--- src/rtl/burst_stim_gen_if.sv ---
// Signal bundle between burst_stim_gen (master) and the datapath block it exercises.
interface burst_stim_gen_if #(
    parameter int N = 21
);
    logic         start;
    logic [1:0]   mode;
    logic [N-1:0] sum_in;
    logic [N-1:0] op_a;
    logic [N-1:0] op_b;
    logic         flit_valid;
    logic         pkt_first;
    logic         pkt_last;
    logic         measure_en;
    logic         busy;
    logic         done;
    logic [31:0]  cycle_cnt;
    logic [15:0]  err_cnt;

    // Handshake: flit_valid high means op_a/op_b carry a new flit this cycle. There is
    // no ready; the block under test must take every flit, and sum_in is sampled
    // CHK_LAT cycles after the flit that produced it.
    modport master (
        input  start, mode, sum_in,
        output op_a, op_b, flit_valid, pkt_first, pkt_last,
        output measure_en, busy, done, cycle_cnt, err_cnt
    );

    modport slave (
        output start, mode, sum_in,
        input  op_a, op_b, flit_valid, pkt_first, pkt_last,
        input  measure_en, busy, done, cycle_cnt, err_cnt
    );
endinterface

--- src/rtl/burst_stim_gen.sv ---
// Burst-traffic stimulus engine: packets of pattern flits separated by idle gaps,
// a measurement window enable, and a latency-aligned check of the returned sum.
module burst_stim_gen #(
    parameter int          N        = 21,
    parameter int          PAYLOAD  = 20,
    parameter int          GAP      = 7,
    parameter int          NUM_PKTS = 10,
    parameter int          STRIDE   = 12,
    parameter int          CHK_LAT  = 0,
    parameter logic [31:0] SEED     = 32'hACE1
) (
    input  logic             clk,
    input  logic             rst,
    burst_stim_gen_if.master bus,
    output logic [1:0]       state_dbg
);
    localparam int W      = 2 * N;
    localparam int L      = (W - 1) / STRIDE;
    localparam int PH_MAX = 2 * L;
    localparam int FW     = (PAYLOAD > 1) ? $clog2(PAYLOAD) : 1;
    localparam int GW     = (GAP > 1) ? $clog2(GAP) : 1;
    localparam int PW     = (NUM_PKTS > 1) ? $clog2(NUM_PKTS) : 1;
    localparam int PHW    = $clog2(PH_MAX + 1);
    localparam int REP    = (W + 31) / 32;

    localparam logic [FW-1:0]  FLIT_LAST = FW'(PAYLOAD - 1);
    localparam logic [GW-1:0]  GAP_LAST  = GW'(GAP - 1);
    localparam logic [PW-1:0]  PKT_LAST  = PW'(NUM_PKTS - 1);
    localparam logic [PHW-1:0] PHASE_MAX = PHW'(PH_MAX);
    localparam logic [31:0]    LFSR_TAPS = 32'h8020_0003;

    typedef enum logic [1:0] {
        S_IDLE = 2'd0,
        S_SEND = 2'd1,
        S_GAP  = 2'd2,
        S_DONE = 2'd3
    } state_t;

    function automatic logic [W-1:0] therm_word(input logic [PHW-1:0] p);
        logic [W-1:0] ones;
        ones = '1;
        if (p == '0)
            therm_word = '0;
        else if (int'(p) <= L)
            therm_word = ~(ones >> (int'(p) * STRIDE));
        else
            therm_word = ~(ones << ((PH_MAX + 1 - int'(p)) * STRIDE));
    endfunction

    function automatic logic [31:0] lfsr_step(input logic [31:0] s);
        lfsr_step = s[0] ? ((s >> 1) ^ LFSR_TAPS) : (s >> 1);
    endfunction

    function automatic logic [W-1:0] lfsr_word(input logic [31:0] s);
        logic [32*REP-1:0] r;
        r = {REP{s}};
        lfsr_word = r[W-1:0];
    endfunction

    state_t         state_q, state_d;
    logic [FW-1:0]  flit_q, flit_d;
    logic [GW-1:0]  gap_q, gap_d;
    logic [PW-1:0]  pkt_q, pkt_d;
    logic [1:0]     mode_q, mode_d;
    logic [PHW-1:0] phase_q, phase_nx;
    logic [31:0]    lfsr_q, lfsr_nx;
    logic [W-1:0]   word_q, word_nx, walk_nx;
    logic [31:0]    cyc_q;
    logic [15:0]    err_q;
    logic           launch, issue, pkt_start;
    logic           send, measure;
    logic [N-1:0]   exp_now, chk_exp;
    logic           chk_valid;

    assign send    = (state_q == S_SEND);
    assign measure = (state_q == S_SEND) || (state_q == S_GAP);

    // issue: a new flit is loaded into the output word at this edge
    always_comb begin
        state_d   = state_q;
        flit_d    = flit_q;
        gap_d     = gap_q;
        pkt_d     = pkt_q;
        mode_d    = mode_q;
        launch    = 1'b0;
        issue     = 1'b0;
        pkt_start = 1'b0;
        unique case (state_q)
            S_IDLE, S_DONE: begin
                if (bus.start) begin
                    launch    = 1'b1;
                    issue     = 1'b1;
                    pkt_start = 1'b1;
                    state_d   = S_SEND;
                    mode_d    = bus.mode;
                    flit_d    = '0;
                    gap_d     = '0;
                    pkt_d     = '0;
                end
            end
            S_SEND: begin
                if (flit_q == FLIT_LAST) begin
                    if (GAP != 0) begin
                        state_d = S_GAP;
                        gap_d   = '0;
                    end else if (pkt_q == PKT_LAST) begin
                        state_d = S_DONE;
                    end else begin
                        pkt_d     = pkt_q + PW'(1);
                        flit_d    = '0;
                        issue     = 1'b1;
                        pkt_start = 1'b1;
                    end
                end else begin
                    flit_d = flit_q + FW'(1);
                    issue  = 1'b1;
                end
            end
            S_GAP: begin
                if (gap_q == GAP_LAST) begin
                    if (pkt_q == PKT_LAST) begin
                        state_d = S_DONE;
                    end else begin
                        state_d   = S_SEND;
                        pkt_d     = pkt_q + PW'(1);
                        flit_d    = '0;
                        issue     = 1'b1;
                        pkt_start = 1'b1;
                    end
                end else begin
                    gap_d = gap_q + GW'(1);
                end
            end
            default: state_d = S_IDLE;
        endcase
    end

    // Pattern for the flit about to be issued; the walking one rotates the live word.
    always_comb begin
        phase_nx = '0;
        if (pkt_start)
            phase_nx = PHW'(1);
        else if (phase_q != PHASE_MAX)
            phase_nx = phase_q + PHW'(1);
        lfsr_nx = launch ? SEED : lfsr_step(lfsr_q);
        walk_nx = launch ? W'(1) : {word_q[W-2:0], word_q[W-1]};
        word_nx = '0;
        case (mode_d)
            2'd0:    word_nx = therm_word(phase_nx);
            2'd1:    word_nx = lfsr_word(lfsr_nx);
            2'd2:    word_nx = walk_nx;
            default: word_nx = flit_d[0] ? '0 : '1;
        endcase
    end

    always_ff @(posedge clk) begin
        if (rst) begin
            state_q <= S_IDLE;
            flit_q  <= '0;
            gap_q   <= '0;
            pkt_q   <= '0;
            mode_q  <= '0;
            phase_q <= '0;
            lfsr_q  <= SEED;
            word_q  <= '0;
            cyc_q   <= '0;
        end else begin
            state_q <= state_d;
            flit_q  <= flit_d;
            gap_q   <= gap_d;
            pkt_q   <= pkt_d;
            mode_q  <= mode_d;
            if (issue) begin
                phase_q <= phase_nx;
                lfsr_q  <= lfsr_nx;
                word_q  <= word_nx;
            end
            if (launch)
                cyc_q <= '0;
            else if (measure)
                cyc_q <= cyc_q + 32'd1;
        end
    end

    assign exp_now = word_q[N-1:0] + word_q[W-1:N];

    // Expected sums ride a shift pipe matching the latency of the block under test;
    // a new run drops anything still in flight from the previous one.
    if (CHK_LAT == 0) begin : g_chk_comb
        assign chk_valid = send;
        assign chk_exp   = exp_now;
    end else begin : g_chk_pipe
        logic [CHK_LAT-1:0] vpipe;
        logic [N-1:0]       epipe [CHK_LAT];

        always_ff @(posedge clk) begin
            if (rst) begin
                vpipe <= '0;
                for (int i = 0; i < CHK_LAT; i++)
                    epipe[i] <= '0;
            end else begin
                vpipe[0] <= send;
                epipe[0] <= exp_now;
                for (int i = 1; i < CHK_LAT; i++) begin
                    vpipe[i] <= vpipe[i-1] & ~launch;
                    epipe[i] <= epipe[i-1];
                end
            end
        end

        assign chk_valid = vpipe[CHK_LAT-1];
        assign chk_exp   = epipe[CHK_LAT-1];
    end

    always_ff @(posedge clk) begin
        if (rst)
            err_q <= '0;
        else if (launch)
            err_q <= '0;
        else if (chk_valid && (bus.sum_in != chk_exp) && (err_q != 16'hFFFF))
            err_q <= err_q + 16'd1;
    end

    assign bus.op_a       = word_q[N-1:0];
    assign bus.op_b       = word_q[W-1:N];
    assign bus.flit_valid = send;
    assign bus.pkt_first  = send && (flit_q == '0);
    assign bus.pkt_last   = send && (flit_q == FLIT_LAST);
    assign bus.measure_en = measure;
    assign bus.busy       = measure;
    assign bus.done       = (state_q == S_DONE);
    assign bus.cycle_cnt  = cyc_q;
    assign bus.err_cnt    = err_q;
    assign state_dbg      = state_q;
endmodule

--- src/flat_wrapper.sv ---
// flat-port wrapper written by rule: the top's interface ports become plain ports
module burst_stim_gen_flat 
#(
    parameter int          N        = 21,
    parameter int          PAYLOAD  = 20,
    parameter int          GAP      = 7,
    parameter int          NUM_PKTS = 10,
    parameter int          STRIDE   = 12,
    parameter int          CHK_LAT  = 0,
    parameter logic [31:0] SEED     = 32'hACE1
)
  (clk, rst, state_dbg, bus_start, bus_mode, bus_sum_in, bus_op_a, bus_op_b, bus_flit_valid, bus_pkt_first, bus_pkt_last, bus_measure_en, bus_busy, bus_done, bus_cycle_cnt, bus_err_cnt);
  burst_stim_gen_if #(.N(N)) bus_i ();
  input  logic clk;
  input  logic rst;
  output logic [1:0] state_dbg;
  input wire logic [$bits(bus_i.start)-1:0] bus_start;
  input wire logic [$bits(bus_i.mode)-1:0] bus_mode;
  input wire logic [$bits(bus_i.sum_in)-1:0] bus_sum_in;
  output wire logic [$bits(bus_i.op_a)-1:0] bus_op_a;
  output wire logic [$bits(bus_i.op_b)-1:0] bus_op_b;
  output wire logic [$bits(bus_i.flit_valid)-1:0] bus_flit_valid;
  output wire logic [$bits(bus_i.pkt_first)-1:0] bus_pkt_first;
  output wire logic [$bits(bus_i.pkt_last)-1:0] bus_pkt_last;
  output wire logic [$bits(bus_i.measure_en)-1:0] bus_measure_en;
  output wire logic [$bits(bus_i.busy)-1:0] bus_busy;
  output wire logic [$bits(bus_i.done)-1:0] bus_done;
  output wire logic [$bits(bus_i.cycle_cnt)-1:0] bus_cycle_cnt;
  output wire logic [$bits(bus_i.err_cnt)-1:0] bus_err_cnt;
  assign bus_i.start = bus_start;
  assign bus_i.mode = bus_mode;
  assign bus_i.sum_in = bus_sum_in;
  assign bus_op_a = bus_i.op_a;
  assign bus_op_b = bus_i.op_b;
  assign bus_flit_valid = bus_i.flit_valid;
  assign bus_pkt_first = bus_i.pkt_first;
  assign bus_pkt_last = bus_i.pkt_last;
  assign bus_measure_en = bus_i.measure_en;
  assign bus_busy = bus_i.busy;
  assign bus_done = bus_i.done;
  assign bus_cycle_cnt = bus_i.cycle_cnt;
  assign bus_err_cnt = bus_i.err_cnt;
  burst_stim_gen #(.N(N), .PAYLOAD(PAYLOAD), .GAP(GAP), .NUM_PKTS(NUM_PKTS), .STRIDE(STRIDE), .CHK_LAT(CHK_LAT), .SEED(SEED)) u_core (.clk(clk), .rst(rst), .bus(bus_i), .state_dbg(state_dbg));
endmodule
--- config.mk ---
export PLATFORM = sky130hd
export DESIGN_NAME = burst_stim_gen_flat
export DESIGN_NICKNAME = d
export VERILOG_FILES = /design/src/rtl/burst_stim_gen_if.sv /design/src/rtl/burst_stim_gen.sv /design/src/flat_wrapper.sv
export SDC_FILE = /design/constraint.sdc
export NUM_CORES = 1
export LEC_CHECK = 0
export ABC_AREA = 1
export ABC_CLOCK_PERIOD_IN_PS = 4800
export CAP_MARGIN = 20
export CORE_ASPECT_RATIO = 0.75
export CORE_MARGIN = 1.5
export CORE_UTILIZATION = 56
export CTS_CLUSTER_SIZE = 20
export DETAILED_ROUTE_END_ITERATION = 10
export GPL_TIMING_DRIVEN = 0
export PLACE_DENSITY = 0.83
export SLEW_MARGIN = 30
export SYNTH_ARGS = -nofsm -noshare
export SYNTH_HDL_FRONTEND = slang
export SYNTH_SLANG_ARGS = --single-unit
export TNS_END_PERCENT = 20
--- constraint.sdc ---
create_clock -name clk -period 4.8 [get_ports clk]
set_input_delay 1.44 -clock clk [delete_from_list [all_inputs] [get_ports clk]]
set_output_delay 1.44 -clock clk [all_outputs]
set_load 0.05 [all_outputs]
Word level (Yosys, flattened, before mapping) --
Cells that the tools add are included.
Storage, ports and cells: bits in registers 141, logic and storage cells 96
Operators by class: $add $sub $neg 8, multipliers 2, $lt $le $gt $ge 1, eq/ne operators 17, shift-type cells 2, mux-type cells 36, bitwise logic cells 4, reduce and logical (&&, ||, !) cells 15
Operators with widths (count):
- $mux W42 | 4
- $pmux W42 S3 | 1
- $not A42 Y42 | 2
- $mux W32 | 2
- $shl A42 B32 Y42 const A | 1
- $shr A42 B32 Y42 const A | 1
- $add A32 B1 Y32 const B | 1
- $mul A32 B3 Y30 const B | 1
- $add A21 B21 Y21 | 1
- $ne A21 B21 Y1 | 1
- $mux W5 | 4
- $add A16 B1 Y16 const B | 1
- $ne A16 B16 Y1 const B | 1
- $mux W3 | 5
- $pmux W5 S3 | 1
- $mux W2 | 6
- $mux W4 | 3
- $ne A2 B2 Y1 const B | 6
- $pmux W3 S3 | 1
- $pmux W4 S2 | 1
- $reduce_and A4 Y1 | 2
- $add A3 B1 Y3 const B | 2
- $eq A2 B2 Y1 const B | 3
- $pmux W1 S3 | 2
- other kinds (21) | 32

Depth between registers and ports, before layout --
Gate-level depths: netlist of the first run.
word-level depth 12, gate-level depth with buffers 21, gate-level depth less buffers 21

Least setup slack after synthesis of the first run --
OpenSTA, ideal clock, no wires.
path kind input to register, start input port bus_start, end register u_core.word_q[10], setup time 0.111 ns, arrival time 3.876 ns, required time 4.689 ns, slack 0.814 ns, stages on the path 12, path buffers 0, cells stage by stage nand2_2 > nand2_1 > nor3_1 > inv_1 > ha_1 > ha_1 > xnor2_1 > nand3_2 > o31ai_2 > nand3_1 > nand3_1 > inv_1
Between the ends: longest elaborated chain between the ends 10
RTL lines:
- start: declaration | RTL line flat_wrapper.sv:17 | input wire logic [$bits(bus_i.start)-1:0] bus_start;
- $mux W1 (*) | RTL line burst_stim_gen.sv:90 | if (bus.start) begin
- $pmux W1 S3 (*) | RTL line burst_stim_gen.sv:88 | unique case (state_q)
- $mux W3 (*) | RTL line burst_stim_gen.sv:141 | if (pkt_start)
- via u_core.phase_nx[1] | RTL line burst_stim_gen.sv:65 | logic [PHW-1:0] phase_q, phase_nx;
- $sub A3 B3 Y4 | RTL line burst_stim_gen.sv:47 | therm_word = ~(ones << ((PH_MAX + 1 - int'(p)) * STRIDE));
- $mul A32 B3 Y30 | RTL line burst_stim_gen.sv:47
- $shl A42 B32 Y42 | RTL line burst_stim_gen.sv:47
- $not A42 Y42 | RTL line burst_stim_gen.sv:47
- $mux W42 | RTL line burst_stim_gen.sv:44 | else if (int'(p) <= L)
- $mux W42 (*) | RTL line burst_stim_gen.sv:42 | if (p == '0)
- $pmux W42 S3 (*) | RTL line burst_stim_gen.sv:148 | case (mode_d)
- end signal: assignment | RTL line burst_stim_gen.sv:176 | word_q <= word_nx;
- end: declaration | RTL line burst_stim_gen.sv:67 | logic [W-1:0] word_q, word_nx, walk_nx;
The timed path passes the listed nets; every way through them passes the cells marked *. The select of a mux whose other input is x is not followed. A chain may end at the register's enable or synchronous reset.

Worst setup path in the final report of the first run --
start input port bus_start, end register u_core.word_q[11]
The elaborated chain is that of the path after synthesis.

==> results of run 1 <==
==> report_power, final <==
group | total, uW | switching, uW | internal, uW
sequential | 1640 | 266 | 1380
clock | 1370 | 589 | 785
combinational | 2860 | 1940 | 928
==> metrics by stage <==
step / setup WS (ns) / cells / cell area, um^2 / hold slack (ns) / TNS (ns)
finish: 0.269 / 1764 / 11400 / 0.460 / 0
detailed placement: -0.249 / 1732 / 10700 / 0.451 / -1.00
floorplan: 0.814 / 1399 / 9240 / 0.430 / 0
global route: 0.0870 / 1764 / 11400 / 0.483 / 0
global placement: -0.622 / 1732 / 10700 / 0.443 / -8.73
CTS: 0.213 / 1764 / 11300 / 0.461 / 0
==> worst max-delay path by stage <==
stage,startpoint,end,slack (ns),cells past startpoint
final,bus_start,u_core.word_q[11],0.27,13
after global routing,bus_start,u_core.word_q[11],0.09,13
after CTS,bus_start,u_core.word_q[11],0.21,13
after detailed placement,bus_start,u_core.word_q[11],-0.25,13
after global placement,bus_start,u_core.word_q[11],-0.62,13
after floorplan,bus_start,u_core.word_q[10],0.81,12
==> logic make-up after synthesis <==
kind of cell | count (synthesis) | synth area share
flops | 141 | 0.305
buf+inv | 288 | 0.124
mux | 1 | 0.00108
compound gates | 209 | 0.132
xor+xnor | 33 | 0.0313
fa+ha+maj | 48 | 0.0666
simple gates | 679 | 0.339
==> layout by cell type (no fill, tap or decap), types with 3 or more instances in the layout <==
master and instances:
buf_6 3, dfxtp_1 141, buf_4 5, nand2_2 23, nand3_2 4, inv_8 3
xnor2_1 10, nor3_1 24, clkbuf_16 17, xor2_1 23, nand2_1 280, clkbuf_1 27
nand3b_1 8, nor3_2 8, ha_1 46, nand4_1 28, a21oi_1 94, a21oi_2 9
nor4_1 7, o21ai_0 54, nor2_1 125, nand3_1 131, a22oi_1 8, buf_2 10
o211ai_1 25, a21o_1 3, inv_2 15, a211oi_1 3, clkdlybuf4s50_1 123, inv_1 223
nor2_2 10, clkinv_4 4, inv_6 4, or2_2 18, nor3b_1 6, o221ai_1 5
==> registers in the layout, indices dropped and copies added, names as in the netlist <==
register and flops:
u_core.bus.err_cnt 16, u_core.lfsr_q 32, u_core.gap_q 3, u_core.word_q 42, u_core.bus.cycle_cnt 32, u_core.flit_q 5
u_core.mode_q 2, u_core.pkt_q 4, u_core.state_dbg 2, u_core.phase_q 3
==> per-layer routing <==
layer / routed length, um / vias up
met5: 0 / -
met4: 701 / 0
met3: 3010 / 66
met2: 12100 / 508
met1: 13200 / 4515
li1: - / 4808
==> final cells by class <==
class	instances	area share
Buffer	48	0.0216
Clock buffer	17	0.0375
Clock inverter	15	0.0158
Inverter	240	0.0795
Multi-Input combinational cell	970	0.465
Sequential cell	141	0.249
Tap cell	210	0.0231
Timing Repair Buffer	123	0.108
==> worst max-delay path: cells and delay by family <==
kind,cells,cell delay [ns]
and+or+nand+nor,6,1.24
buffers and inverters,3,0.76
AOI/OAI and AO/OA,1,0.57
adders and majority gates,2,0.47
xor gates and xnor gates,1,0.40
==> impl_metrics.csv, run 1 <==
group,metric,value,unit
status,status,"completed",
pwr,total_power,5880,uW
synthesis,seq_area_frac_synth,0.305,
critical_path,max_stage_delay,0.57,ns
critical_path,crit_path_end_kind,"flop",
critical_path,path_max_fanout,9,
finish,multiInputGateArea,5280,um^2
worst_hold_path,hp-start,"u_core.lfsr_q[18]",
sta,finalCritPeriodShare,0.944,
die,row_count,40,
placement,io_buffers,123,
synthesis,syn_inst,1399,
critical_path,startpoint_type,"input port",
global_routing,grt_remaining_overflow,0,
sta,fin_worst_skew,0.00897,ns
die,io_pins,124,
synthesis,synthArstFlopShare,0,
finish,diodes,0,
critical_path,path_cells,"clkdlybuf4s50_1 -> nand2_2 -> nand2_1 -> nor3_4 -> inv_1 -> ha_1 -> ha_1 -> xnor2_1 -> nand3_2 -> o31ai_2 -> nand3_1 -> nand3_1 -> inv_1",
global_routing,grtUsageMet3,0.0857,
synthesis,netlist_top_cells_area,"dfxtp_1, nand2_1, inv_1, nand3_1, ha_1",
route,wl_per_cell,16.4,um
synthesis,synth-warning-count,0,
placement,place_hpwl,22100,um
clock_tree,cts_tree,"built",
flow_run,cap_viol_max_count,0,
clock_tree,cts_resized,0,
synthesis,synth_most_common_cell,"nand2_1",
finish,post-route-util,0.707,
sta,rsz0062_at_grt,"no",
global_routing,use_met2,0.512,
route,wirelength,28900,um
critical_path,rrSetupSlack,0.79,ns
clock_tree,clk_pin_slew_worst_paths,0.07,ns
pwr,p_leak,0.00521,uW
finish,nNetsFinal,1615,
route,via_count,9897,
synthesis,synth_edf_count,0,
die,core,16100,um^2
clock_tree,cts-buffers-inserted,17,
clock_tree,clk_latency,0.44,ns
critical_path,arrival,4.87,ns
die,chipWidth,151,um
clock_tree,htree_levels,4,
placement,gp_congestion,1.02,
finish,layout-drive-gt1-share,0.0927,
synthesis,netlist_area,9240,um^2
sta,fin_crit,4.53,ns
route,viasPerCell,5.61,
synthesis,syn_nets,1473,
synthesis,yosys.area.top_type,"dfxtp_1",
global_routing,grt_pass1_vias,8955,
sta,setup_viol,0,
clock_tree,cts_buffer_depth,2,
pwr,ir_worst_vdd,0.445,mV
synthesis,synth_cell_type_count,49,
worst_hold_path,hold_class,"flop to flop",
sta,slew_violations,0,
global_routing,antenna_found_initial,0,
worst_hold_path,whs_path_depth,2,
pwr,p_per_area,518,nW/um^2
route,firstDrtPassIters,8,
critical_path,timing.rr.end,"u_core.word_q[11]",
route,antenna_left,0,
synthesis,synth_common_cells,"nand2_1, inv_1, dfxtp_1",
global_routing,grt_max_degree,17,
critical_path,worst-setup-path-type,"input port to flop",
synthesis,syn_area_per_cell,6.61,um^2
clock_tree,hold_buffers,0,
synthesis,ys_seq_elements,141,
finish,syn_to_final_growth,22.8,%
synthesis,synth_ff_type,"dfxtp_1",
finish,num-fill-cells,1371,
synthesis,netlist.area_leader.share,0.305,
route,first_iter_violations,1036,
global_routing,grtUsageMet1,0.475,
global_routing,grt_pass1_wl,45700,um
sta,fmax,0.221,GHz
die,die_height,114,um
critical_path,slowest_stage,"o31ai_2",
critical_path,cp.required,5.14,ns
clock_tree,clock-sinks,141,
route,drc,0,
sta,hold_viol,0,
clock_tree,cts-root-buf,"clkbuf_16",
worst_hold_path,worstHoldEndpoint,"u_core.lfsr_q[18]",
global_routing,grt.busiest_layer,"met2",
finish,ff_latch_area,2820,um^2
die,dieArea,17300,um^2
critical_path,r2r_cells,15,
sta,tightest_slew,0.735,ns
sta,maxSlewHeadroom,0.504,
critical_path,reg2reg_from,"u_core.state_dbg[0]",
global_routing,grt_util_all_layers,0.340,
clock_tree,cts_setup_buffers,0,
die,start_util,0.575,
Power figures use the tool's default switching activity.
==> run 2, diff against run 1 <==
--- a/config.mk
+++ b/config.mk
@@ -15,6 +15,7 @@
 export DETAILED_ROUTE_END_ITERATION = 10
 export GPL_TIMING_DRIVEN = 0
 export PLACE_DENSITY = 0.83
+export SETUP_SLACK_MARGIN = 0.02
 export SLEW_MARGIN = 30
 export SYNTH_ARGS = -nofsm -noshare
 export SYNTH_HDL_FRONTEND = slang
==> results of run 2 <==
The final DEF is identical to that of run 1; final timing and power are the same.
==> run 3, diff against run 2 <==
--- a/config.mk
+++ b/config.mk
@@ -8,13 +8,15 @@
 export ABC_AREA = 1
 export ABC_CLOCK_PERIOD_IN_PS = 4800
 export CAP_MARGIN = 20
+export CELL_PAD_IN_SITES_DETAIL_PLACEMENT = 1
+export CELL_PAD_IN_SITES_GLOBAL_PLACEMENT = 1
 export CORE_ASPECT_RATIO = 0.75
 export CORE_MARGIN = 1.5
-export CORE_UTILIZATION = 56
+export CORE_UTILIZATION = 40
 export CTS_CLUSTER_SIZE = 20
 export DETAILED_ROUTE_END_ITERATION = 10
 export GPL_TIMING_DRIVEN = 0
-export PLACE_DENSITY = 0.83
+export PLACE_DENSITY = 0.84
 export SETUP_SLACK_MARGIN = 0.02
 export SLEW_MARGIN = 30
 export SYNTH_ARGS = -nofsm -noshare
==> impl_metrics.csv, run 3 (same netlist as run 1, synthesis figures left out) <==
group,metric,value,unit
status,status,"completed",
sta,worst_slack,0.382,ns
route,wirelength,33700,um
die,chipWidth,179,um
global_routing,grt_max_degree,17,
global_routing,grt_remaining_overflow,0,
sta,hold_viol,0,
clock_tree,hold_buffers,0,
clock_tree,clock-sinks,141,
finish,diodes,0,
clock_tree,cts_setup_buffers,0,
clock_tree,cts_tree,"built",
finish,layout_commonest_cell,"nand2_1",
global_routing,grt_pass1_vias,9974,
pwr,ir_worst_vdd,0.269,mV
die,dieArea,24000,um^2
critical_path,startpoint,"bus_start",
sta,fin_crit,4.42,ns
critical_path,arrival,4.74,ns
pwr,p_per_area,523,nW/um^2
finish,final_cell_mix,"nand2_1, inv_1, dfxtp_1",
die,core,22300,um^2
clock_tree,clk_latency,0.43,ns
sta,maxSlewHeadroom,0.467,
critical_path,reg2reg_from,"u_core.state_dbg[0]",
sta,setup_viol,0,
die,die_height,135,um
route,via_count,9927,
sta,tightest_slew,0.787,ns
sta,finalCritPeriodShare,0.920,
worst_hold_path,hp-start,"u_core.lfsr_q[17]",
critical_path,cp.required,5.12,ns
die,row_count,47,
clock_tree,cts_buffer_depth,2,
sta,slew_violations,0,
critical_path,startpoint_type,"input port",
placement,pre_cts_slack,-0.658,ns
route,viasPerCell,5.37,
finish,post-route-util,0.512,
route,wl_per_cell,18.2,um
worst_hold_path,hold_class,"flop to flop",
die,start_util,0.414,
sta,fin_worst_skew,0.0116,ns
finish,largest_register,"u_core.word_q",
sta,fmax,0.226,GHz
global_routing,grt_pass1_wl,53400,um
pwr,p_leak,0.00520,uW
pwr,pwr-share-seq,0.274,
finish,nNetsFinal,1615,
placement,place_hpwl,26200,um
critical_path,crit_path_end_kind,"flop",
clock_tree,cts-buffers-inserted,17,
placement,post_dp_cell_area,10800,um^2
route,firstDrtPassIters,5,
route,first_iter_violations,766,
flow_run,cap_viol_max_count,0,
clock_tree,htree_levels,4,
route,drc,0,
finish,largest_register_ffs,42,
clock_tree,cts_resized,1,
die,io_pins,124,
pwr,p_sw_frac,0.477,
finish,design_area,11500,um^2
pwr,p_comb_frac,0.496,
critical_path,path_max_fanout,9,
sta,rsz0062_at_grt,"no",
pwr,p_int,3130,uW
clock_tree,cts-root-buf,"clkbuf_16",
finish,syn_to_final_growth,23.9,%
finish,layout-drive-gt1-share,0.0914,
placement,gp_congestion,0.917,
pwr,p_clk_frac,0.230,
route,antenna_left,0,
global_routing,grt_util_all_layers,0.285,
clock_tree,clk_pin_slew_worst_paths,0.06,ns
placement,io_buffers,123,
global_routing,antenna_found_initial,0,
critical_path,worst-setup-path-type,"input port to flop",
pwr,switchingPower,2850,uW
[run 3: cell count changes in the layout (fill, tap and decap cells not counted), moves of 2 or more]
cell,delta
inv_8,-3
inv_6,-2
clkbuf_1,+2
clkinv_2,+2
[run 3: final cells by class]
type | instances | area (um^2)
clock buffers | 19 | 433
repair buffers | 123 | 1230
plain buffers | 48 | 245
well taps | 294 | 368
clock inverters | 13 | 166
inverters | 240 | 902
fillers | 2978 | 10900
flip-flops and latches | 141 | 2820
multi-input cells | 970 | 5280
[run 3: final timing paths]
kind	to	slack, ns	depth (start not counted)
worst min-delay path	u_core.lfsr_q[17]	0.46	2
worst min register to register	u_core.lfsr_q[17]	0.46	2
worst max register to register	u_core.word_q[8]	0.89	15
worst max-delay path	u_core.word_q[8]	0.38	13
[run 3: power by group through the flow]
| stage | registers (uW) | logic [uW] | clock network [uW] |
|---|---|---|---|
| final | 1640 | 2970 | 1380 |
| after global routing | 1660 | 3230 | 1450 |
| after CTS | 1630 | 2940 | 1390 |
| after detailed placement | 1650 | 2900 | 0 |
| after global placement | 1650 | 2810 | 0 |
| after floorplan | 1960 | 1630 | 0 |
[run 3: critical path, cell delays in order]
cell             delay, ns
clkdlybuf4s50_1       0.46
nand2_2               0.18
nand2_1               0.20
nor3_4                0.39
inv_1                 0.26
ha_1                  0.29
ha_1                  0.20
xnor2_1               0.28
nand3_2               0.17
o31ai_2               0.53
nand3_1               0.18
nand3_1               0.12
inv_1                 0.04
[run 3: through the flow]
step | cells | power, uW | setup TNS, ns | hold WS [ns]
finish | 1848 | 5990 | 0 | 0.462
CTS | 1848 | 5960 | 0 | 0.458
global route | 1848 | 6330 | 0 | 0.477
detailed placement | 1816 | 4550 | -10.50 | 0.447
floorplan | 1399 | 3580 | 0 | 0.430
global placement | 1816 | 4460 | -6.94 | 0.441
[run 3: layer usage]
layer | vias to the layer above | part of all wire | global-route usage
met5 | - | 0 | 0
met4 | 0 | 0.025 | 0.0880
met3 | 60 | 0.065 | 0.0588
met2 | 295 | 0.44 | 0.446
met1 | 4766 | 0.47 | 0.391
li1 | 4806 | - | -
